## src/rtl/io_debounce_pkg.sv

```systemverilog
// Shared definitions for the io_debounce input conditioning block.
package io_debounce_pkg;

  // Per-bit debounce FSM states
  typedef enum logic {
    ST_STABLE = 1'b0,
    ST_COUNT  = 1'b1
  } db_state_e;

  // Board build defaults, shared so system_io and memory_map agree on width
  localparam int DEF_WIDTH           = 4;
  localparam int DEF_SYNC_STAGES     = 2;
  localparam int DEF_DEBOUNCE_CYCLES = 50000;

endpackage

```

## src/rtl/io_debounce_bit.sv

```systemverilog
// One input bit: synchroniser chain, debounce FSM with its stability
// counter, and registered rise/fall pulse outputs.
//
// state     | meaning
// ----------+-----------------------------------------------------------
// ST_STABLE | synchronised input agrees with the debounced level
// ST_COUNT  | input disagrees; counting consecutive disagreeing samples
module io_debounce_bit
  import io_debounce_pkg::*;
#(
  parameter int SYNC_STAGES     = DEF_SYNC_STAGES,
  parameter int DEBOUNCE_CYCLES = DEF_DEBOUNCE_CYCLES
) (
  input  logic clk,
  input  logic reset,
  input  logic raw,
  output logic clean,
  output logic rise,
  output logic fall,
  output logic settling
);

  localparam int CNT_W = $clog2(DEBOUNCE_CYCLES + 1);
  localparam logic [CNT_W-1:0] CNT_LAST = CNT_W'(DEBOUNCE_CYCLES - 1);
  localparam logic [CNT_W-1:0] CNT_ONE  = CNT_W'(1);

  logic [SYNC_STAGES-1:0] sync_q;
  logic                   sync;
  db_state_e              state_q, state_d;
  logic [CNT_W-1:0]       cnt_q, cnt_d;
  logic                   clean_q, clean_d;
  logic                   rise_q, rise_d;
  logic                   fall_q, fall_d;

  assign sync = sync_q[SYNC_STAGES-1];

  // Synchroniser chain; raw enters at bit 0, last stage feeds the FSM
  always_ff @(posedge clk or negedge reset) begin
    if (!reset) sync_q <= '0;
    else        sync_q <= {sync_q[SYNC_STAGES-2:0], raw};
  end

  // State, counter, debounced level and pulse registers
  always_ff @(posedge clk or negedge reset) begin
    if (!reset) begin
      state_q <= ST_STABLE;
      cnt_q   <= '0;
      clean_q <= 1'b0;
      rise_q  <= 1'b0;
      fall_q  <= 1'b0;
    end else begin
      state_q <= state_d;
      cnt_q   <= cnt_d;
      clean_q <= clean_d;
      rise_q  <= rise_d;
      fall_q  <= fall_d;
    end
  end

  // Next-state logic; pulses default low so they last exactly one cycle
  always_comb begin
    state_d = state_q;
    cnt_d   = cnt_q;
    clean_d = clean_q;
    rise_d  = 1'b0;
    fall_d  = 1'b0;
    case (state_q)
      ST_STABLE: begin
        if (sync != clean_q) begin
          state_d = ST_COUNT;
          cnt_d   = CNT_ONE;
        end else begin
          cnt_d = '0;
        end
      end
      ST_COUNT: begin
        if (sync == clean_q) begin
          state_d = ST_STABLE;
          cnt_d   = '0;
        end else if (cnt_q == CNT_LAST) begin
          clean_d = sync;
          rise_d  = sync;
          fall_d  = ~sync;
          state_d = ST_STABLE;
          cnt_d   = '0;
        end else begin
          cnt_d = cnt_q + CNT_ONE;
        end
      end
      default: begin
        state_d = ST_STABLE;
        cnt_d   = '0;
      end
    endcase
  end

  assign clean    = clean_q;
  assign rise     = rise_q;
  assign fall     = fall_q;
  assign settling = (state_q == ST_COUNT);

endmodule

```

## src/rtl/io_debounce.sv

```systemverilog
// Input conditioning upstream of system_io io_in: one independent
// synchronise-and-debounce slice per input bit. Wiring only.
module io_debounce
  import io_debounce_pkg::*;
#(
  parameter int WIDTH           = DEF_WIDTH,
  parameter int SYNC_STAGES     = DEF_SYNC_STAGES,
  parameter int DEBOUNCE_CYCLES = DEF_DEBOUNCE_CYCLES
) (
  input  logic             clk,
  input  logic             reset,
  input  logic [WIDTH-1:0] raw_in,
  output logic [WIDTH-1:0] io_clean,
  output logic [WIDTH-1:0] rise_pulse,
  output logic [WIDTH-1:0] fall_pulse,
  output logic [WIDTH-1:0] settling
);

  for (genvar i = 0; i < WIDTH; i++) begin : g_bit
    io_debounce_bit #(
      .SYNC_STAGES     (SYNC_STAGES),
      .DEBOUNCE_CYCLES (DEBOUNCE_CYCLES)
    ) u_bit (
      .clk      (clk),
      .reset    (reset),
      .raw      (raw_in[i]),
      .clean    (io_clean[i]),
      .rise     (rise_pulse[i]),
      .fall     (fall_pulse[i]),
      .settling (settling[i])
    );
  end

endmodule

```

## config.mk

```make
export PLATFORM = sky130hd
export DESIGN_NAME = io_debounce
export DESIGN_NICKNAME = d
export VERILOG_FILES = /design/src/rtl/io_debounce_pkg.sv /design/src/rtl/io_debounce_bit.sv /design/src/rtl/io_debounce.sv
export SDC_FILE = /design/constraint.sdc
export NUM_CORES = 1
export LEC_CHECK = 0
export CAP_MARGIN = 10
export CORE_MARGIN = 2
export CORE_UTILIZATION = 45
export DETAILED_ROUTE_END_ITERATION = 10
export PLACE_DENSITY = 0.62
export SETUP_SLACK_MARGIN = 0.02
export SYNTH_ARGS = -nofsm -noshare
export SYNTH_HDL_FRONTEND = slang
export SYNTH_SLANG_ARGS = --single-unit
```

## constraint.sdc

```tcl
create_clock -name clk -period 2.5 [get_ports clk]
set_input_delay 0.5 -clock clk [delete_from_list [all_inputs] [get_ports clk]]
set_output_delay 0.5 -clock clk [all_outputs]
set_load 0.02 [all_outputs]
```

# Yosys cells after proc, flatten, opt, wreduce, memory -nomap -nowiden

Index checks and enable logic that the tools add are counted.

Add/sub/neg operators: 4
Multiply operators: 0
Divide/modulo/power cells: 0
Order comparisons: 0
Equality and inequality tests: 12
Shift operators: 0
Mux-type cells: 56
Bitwise logic cells: 12
Reductions and logical operators: 4

Operator list:

| operator                | count |
|---|---|
| $mux W16                | 8 |
| $pmux W16 S2            | 4 |
| $add A16 B1 Y16 const B | 4 |
| $eq A16 B16 Y1 const B  | 4 |
| $mux W1                 | 40 |
| $not A1 Y1              | 12 |
| $reduce_and A3 Y1       | 4 |
| $pmux W1 S2             | 4 |
| $eq A1 B1 Y1            | 4 |
| $ne A1 B1 Y1            | 4 |

Flip-flop bits (word level): 88
Latch bits: 0
Bits in writable memories: 0
Memory bits (read-only): 0
Input bits: 6
Output and inout port bits: 16
Word-level logic and storage cells: 112
Memories kept: 0

# Depth between registers and ports, before layout

Depth in word-level cells: 4
Mapped depth: 7
Gate-level depth less buffers: 5

# Cells and area by module

A second synthesis with hierarchy kept.

Cell total of the unflattened synthesis: 372
Area total of the unflattened synthesis: 4,048.9 sq um

By module, submodules not included:

| module          | times used | cells an instance | area each (sq um) | seq. area each (sq um) |
|---|---|---|---|---|
| io_debounce_bit | 4          | 93                | 1,012.2           | 550.5 |

# Worst setup path before layout

OpenSTA, ideal clock, no wires.

Kind: register to register
Start: reg g_bit[3].u_bit.cnt_q[5]
End: reg g_bit[3].u_bit.clean_q
Library setup time: 125 ps
Arrival time: 1,892 ps
Data required time: 2,375 ps
Path slack: 483 ps
Cell stages (with the launch flop): 5
Path buffers: 0
Period minus slack after synthesis: 2,017 ps
Cells stage by stage: dfrtp_1 -> or4b_1 -> or4_4 -> nor2_1 -> mux2_2

Longest elaborated chain between the ends: 2

RTL lines:

| item                               | RTL line              | text |
|---|---|---|
| start, declared                    | io_debounce_bit.sv:30 | `logic [CNT_W-1:0] cnt_q, cnt_d;` |
| start signal, assigned             | io_debounce_bit.sv:53 | `cnt_q <= cnt_d;` |
| $eq A16 B16 Y1                     | io_debounce_bit.sv:80 | `end else if (cnt_q == CNT_LAST) begin` |
| $reduce_and A3 Y1 (no source line) | --                    |  |
| end signal, assigned               | io_debounce_bit.sv:54 | `clean_q <= clean_d;` |
| end, declared                      | io_debounce_bit.sv:31 | `logic clean_q, clean_d;` |

No other way between the ends.
A chain may end at the register's enable or synchronous reset.

# Worst setup path in the final report

Ends and elaborated chain as after synthesis.

==> qor.csv <==
stage;metric;value;unit
floorplan;ios;22;
synth;async_flop_share;100;%
clocking;clk_path_buf_depth;2;
global_routing;grt_antenna_before_repair;0;
floorplan;core;8760;um2
setup_path;reg2reg_to;g_bit[3].u_bit.clean;
synth;ys.flop_type;dfrtp_1;
synth;synthCells;393;
layout;areaGrowthSynthToFinish;10.3;%
setup_path;reg2reg_slack;0.39;ns
setup_path;reg2reg_from;g_bit[3].u_bit.cnt_q[5];
setup_path;endpoint_kind;flip-flop;
clocking;clockRootBuffer;clkbuf_8;
detailed_routing;wire_per_inst;13.3;um
clocking;ctsHoldBuffers;0;
clocking;cts_inserted_buffers;9;
detailed_routing;drt_iter0_drc;66;
timing;min_period;2.11;ns
floorplan;start_util;46.7;%
synth;synth_area_per_cell;10.4;um2
synth;synth_nets;403;
floorplan;dieArea;9870;um2
timing;min_period_over_period;84.2;%
detailed_routing;ant_nets;0;
setup_path;rr_worst_depth;4;
detailed_routing;post_drt_via_cell_ratio;5.18;
synth;synth_area;4090;um2
global_routing;grt_max_degree;44;
layout;nets;417;
clocking;cts_sinks;88;
clocking;insertion_delay;0.34;ns
global_routing;grt-ovfl-total;0;
layout;seqCellArea;2200;um2
clocking;post_cts_buffers;0;
run;maxCapViolCount;0;
floorplan;die_w;99.4;um
layout;multi_input_area;1660;um2
pwr;finalPower;2.58;mW
clocking;tritoncts;done;
placed_design;place_hpwl;4.80;mm
timing;grt_setup_unrepaired;false;
global_routing;track_usage;15.7;%
clocking;cts-resized-gates;0;
synth;ys_seq_area_share;53.8;%
timing;tightest_slew;0.548;ns
clocking;clk_pin_slew_worst_paths;0.08;ns
placed_design;gp_congestion;0.807;
timing;setup_ws;0.395;ns
floorplan;core.rowCount;34;
floorplan;die_h;99.4;um
outcome;status;finished, final reports clean;
placed_design;numPortBuffers;21;
global_routing;grt_pass1_wl;12.5;mm
placed_design;dp_slack;0.392;ns
synth;synth_edf_count;0;
global_routing;grt_pass1_vias;2681;
setup_path;cp_max_fo;6;
detailed_routing;vias;2689;
setup_path;crit_arrival;2.33;ns
setup_path;critPathKind;reg2reg;
synth;ys_types;40;
pwr;cellLeakagePower;1.77;nW
timing;fmax;475;MHz
timing;finalMaxSlewViolations;0;
clocking;htreeDepth;3;
layout;drive_gt1_share;7.30;%
timing;fin_skew;0.0106;ns
synth;yosysWarningCount;0;
pwr;power.density;571;nW/um2
detailed_routing;drtPass1Iterations;4;
layout;post-route-util;51.5;%
pwr;peakVddDrop;0.322;mV
setup_path;startpoint_type;flip-flop;
layout;nFillCells;824;
timing;final-setup-viol-count;0;
timing;hold_viol;0;
synth;synth_seq_cells;88;
timing;finalSetupTns;0;ns
detailed_routing;drt-total-wl;6.89;mm
worst_hold_path;hold_class;in2async;
timing;whs;0.134;ns
setup_path;worstPathRequired;2.73;ns
timing;relSlewSlack;63.4;%
layout;diodes;0;
detailed_routing;drc;0;
==> per-stage QoR <==
| step | instances | area [um2] |
|---|---|---|
| 3_5_place_dp | 504 | 4330 |
| 3_3_place_gp | 504 | 4330 |
| 4_1_cts | 519 | 4510 |
| 6_report | 519 | 4510 |
| 5_1_grt | 519 | 4510 |
| 2_1_floorplan | 393 | 4090 |
==> registers in the layout (all words and copies together) (netlist names) <==
register	cells
g_bit.u_bit.clean	4
g_bit.u_bit.cnt_q	64
g_bit.u_bit.fall	4
g_bit.u_bit.rise	4
g_bit.u_bit.settling	4
g_bit.u_bit.sync_q	8
==> area by class of cell <==
| class | instances | share of cell area (%) |
|---|---|---|
| Sequential cell | 88 | 48.8 |
| Multi-Input combinational cell | 265 | 36.7 |
| Timing Repair Buffer | 29 | 6.21 |
| Clock buffer | 12 | 3.22 |
| Tap cell | 108 | 2.99 |
| Inverter | 14 | 1.16 |
| Clock inverter | 3 | 0.942 |
==> cells in the mapped netlist (3+ instances only) <==
cell | number | share of area, %
inv_1 | 14 | 1.3
dfrtp_1 | 88 | 54
nor2_1 | 72 | 6.6
xnor2_1 | 43 | 9.2
o22ai_1 | 4 | 0.61
nor4bb_1 | 4 | 0.98
nand4b_1 | 3 | 0.64
nand2_1 | 14 | 1.3
ha_1 | 4 | 1.2
nand2b_1 | 6 | 0.92
o21ai_0 | 4 | 0.49
mux2_2 | 3 | 0.83
or4_1 | 3 | 0.55
a21oi_1 | 3 | 0.37
nor3_1 | 13 | 1.6
nand3_1 | 23 | 2.8
nand4_1 | 14 | 2.1
and3_1 | 4 | 0.61
xor2_1 | 16 | 3.4
buf_4 | 17 | 3.1
nor4_1 | 13 | 2.0
clkbuf_1 | 6 | 0.55
==> logic make-up (layout without fill, tap and decap cells) <==
kind of cell / Yosys count / in the layout / synth area share [%]
flip-flops: 88 / 88 / 53.8
XOR/XNOR: 59 / 59 / 12.6
buffers and inverters: 40 / 58 / 5.72
adder cells (fa/ha/maj): 4 / 4 / 1.22
AND/OR/NAND/NOR: 186 / 186 / 23.9
multiplexers: 4 / 4 / 1.10
AO/OA/AOI/OAI: 12 / 12 / 1.65
==> layout by cell type, fill, tap and decap left out, types with 4 or more instances in the layout <==
cell / instances
dfrtp_1: 88
nand3_1: 23
clkdlybuf4s50_1: 20
o21ai_0: 4
nand2b_1: 6
nand2_1: 14
nor4_1: 13
o22ai_1: 4
nor3_1: 13
clkbuf_8: 10
and3_1: 4
nor4bb_1: 4
nand4_1: 14
buf_4: 8
xor2_1: 16
xnor2_1: 43
ha_1: 4
inv_1: 14
nor2_1: 72
==> power breakdown <==
part | total [mW] | switching (mW) | internal, mW
combinational | 0.147 | 0.0902 | 0.0570
clock | 0.943 | 0.460 | 0.483
sequential | 1.49 | 0.0334 | 1.45
total | 2.58 | 0.583 | 1.99
==> worst max path at each step <==
stage                        startpoint                    to  cells after the start
2_1_floorplan   g_bit[3].u_bit.cnt_q[5]  g_bit[3].u_bit.clean                      4
3_3_place_gp    g_bit[3].u_bit.cnt_q[5]  g_bit[3].u_bit.clean                      4
3_5_place_dp    g_bit[3].u_bit.cnt_q[5]  g_bit[3].u_bit.clean                      4
4_1_cts         g_bit[3].u_bit.cnt_q[5]  g_bit[3].u_bit.clean                      4
5_1_grt        g_bit[1].u_bit.cnt_q[10]  g_bit[1].u_bit.clean                      4
6_report        g_bit[3].u_bit.cnt_q[5]  g_bit[3].u_bit.clean                      4
==> layer usage <==
layer	track usage [%]	vias up	wire length, um
li1	-	1345	-
met1	21.6	1297	3430
met2	24.0	39	3110
met3	4.43	8	259
met4	5.27	0	85
met5	0	-	0
==> worst max-delay path, cell delays in order, from the launching register on <==
cell     delay [ns]
dfrtp_1        0.44
or4b_1         0.55
or4_4          0.53
nor2_1         0.13
mux2_2         0.34
Power figures use the tool's default switching activity.
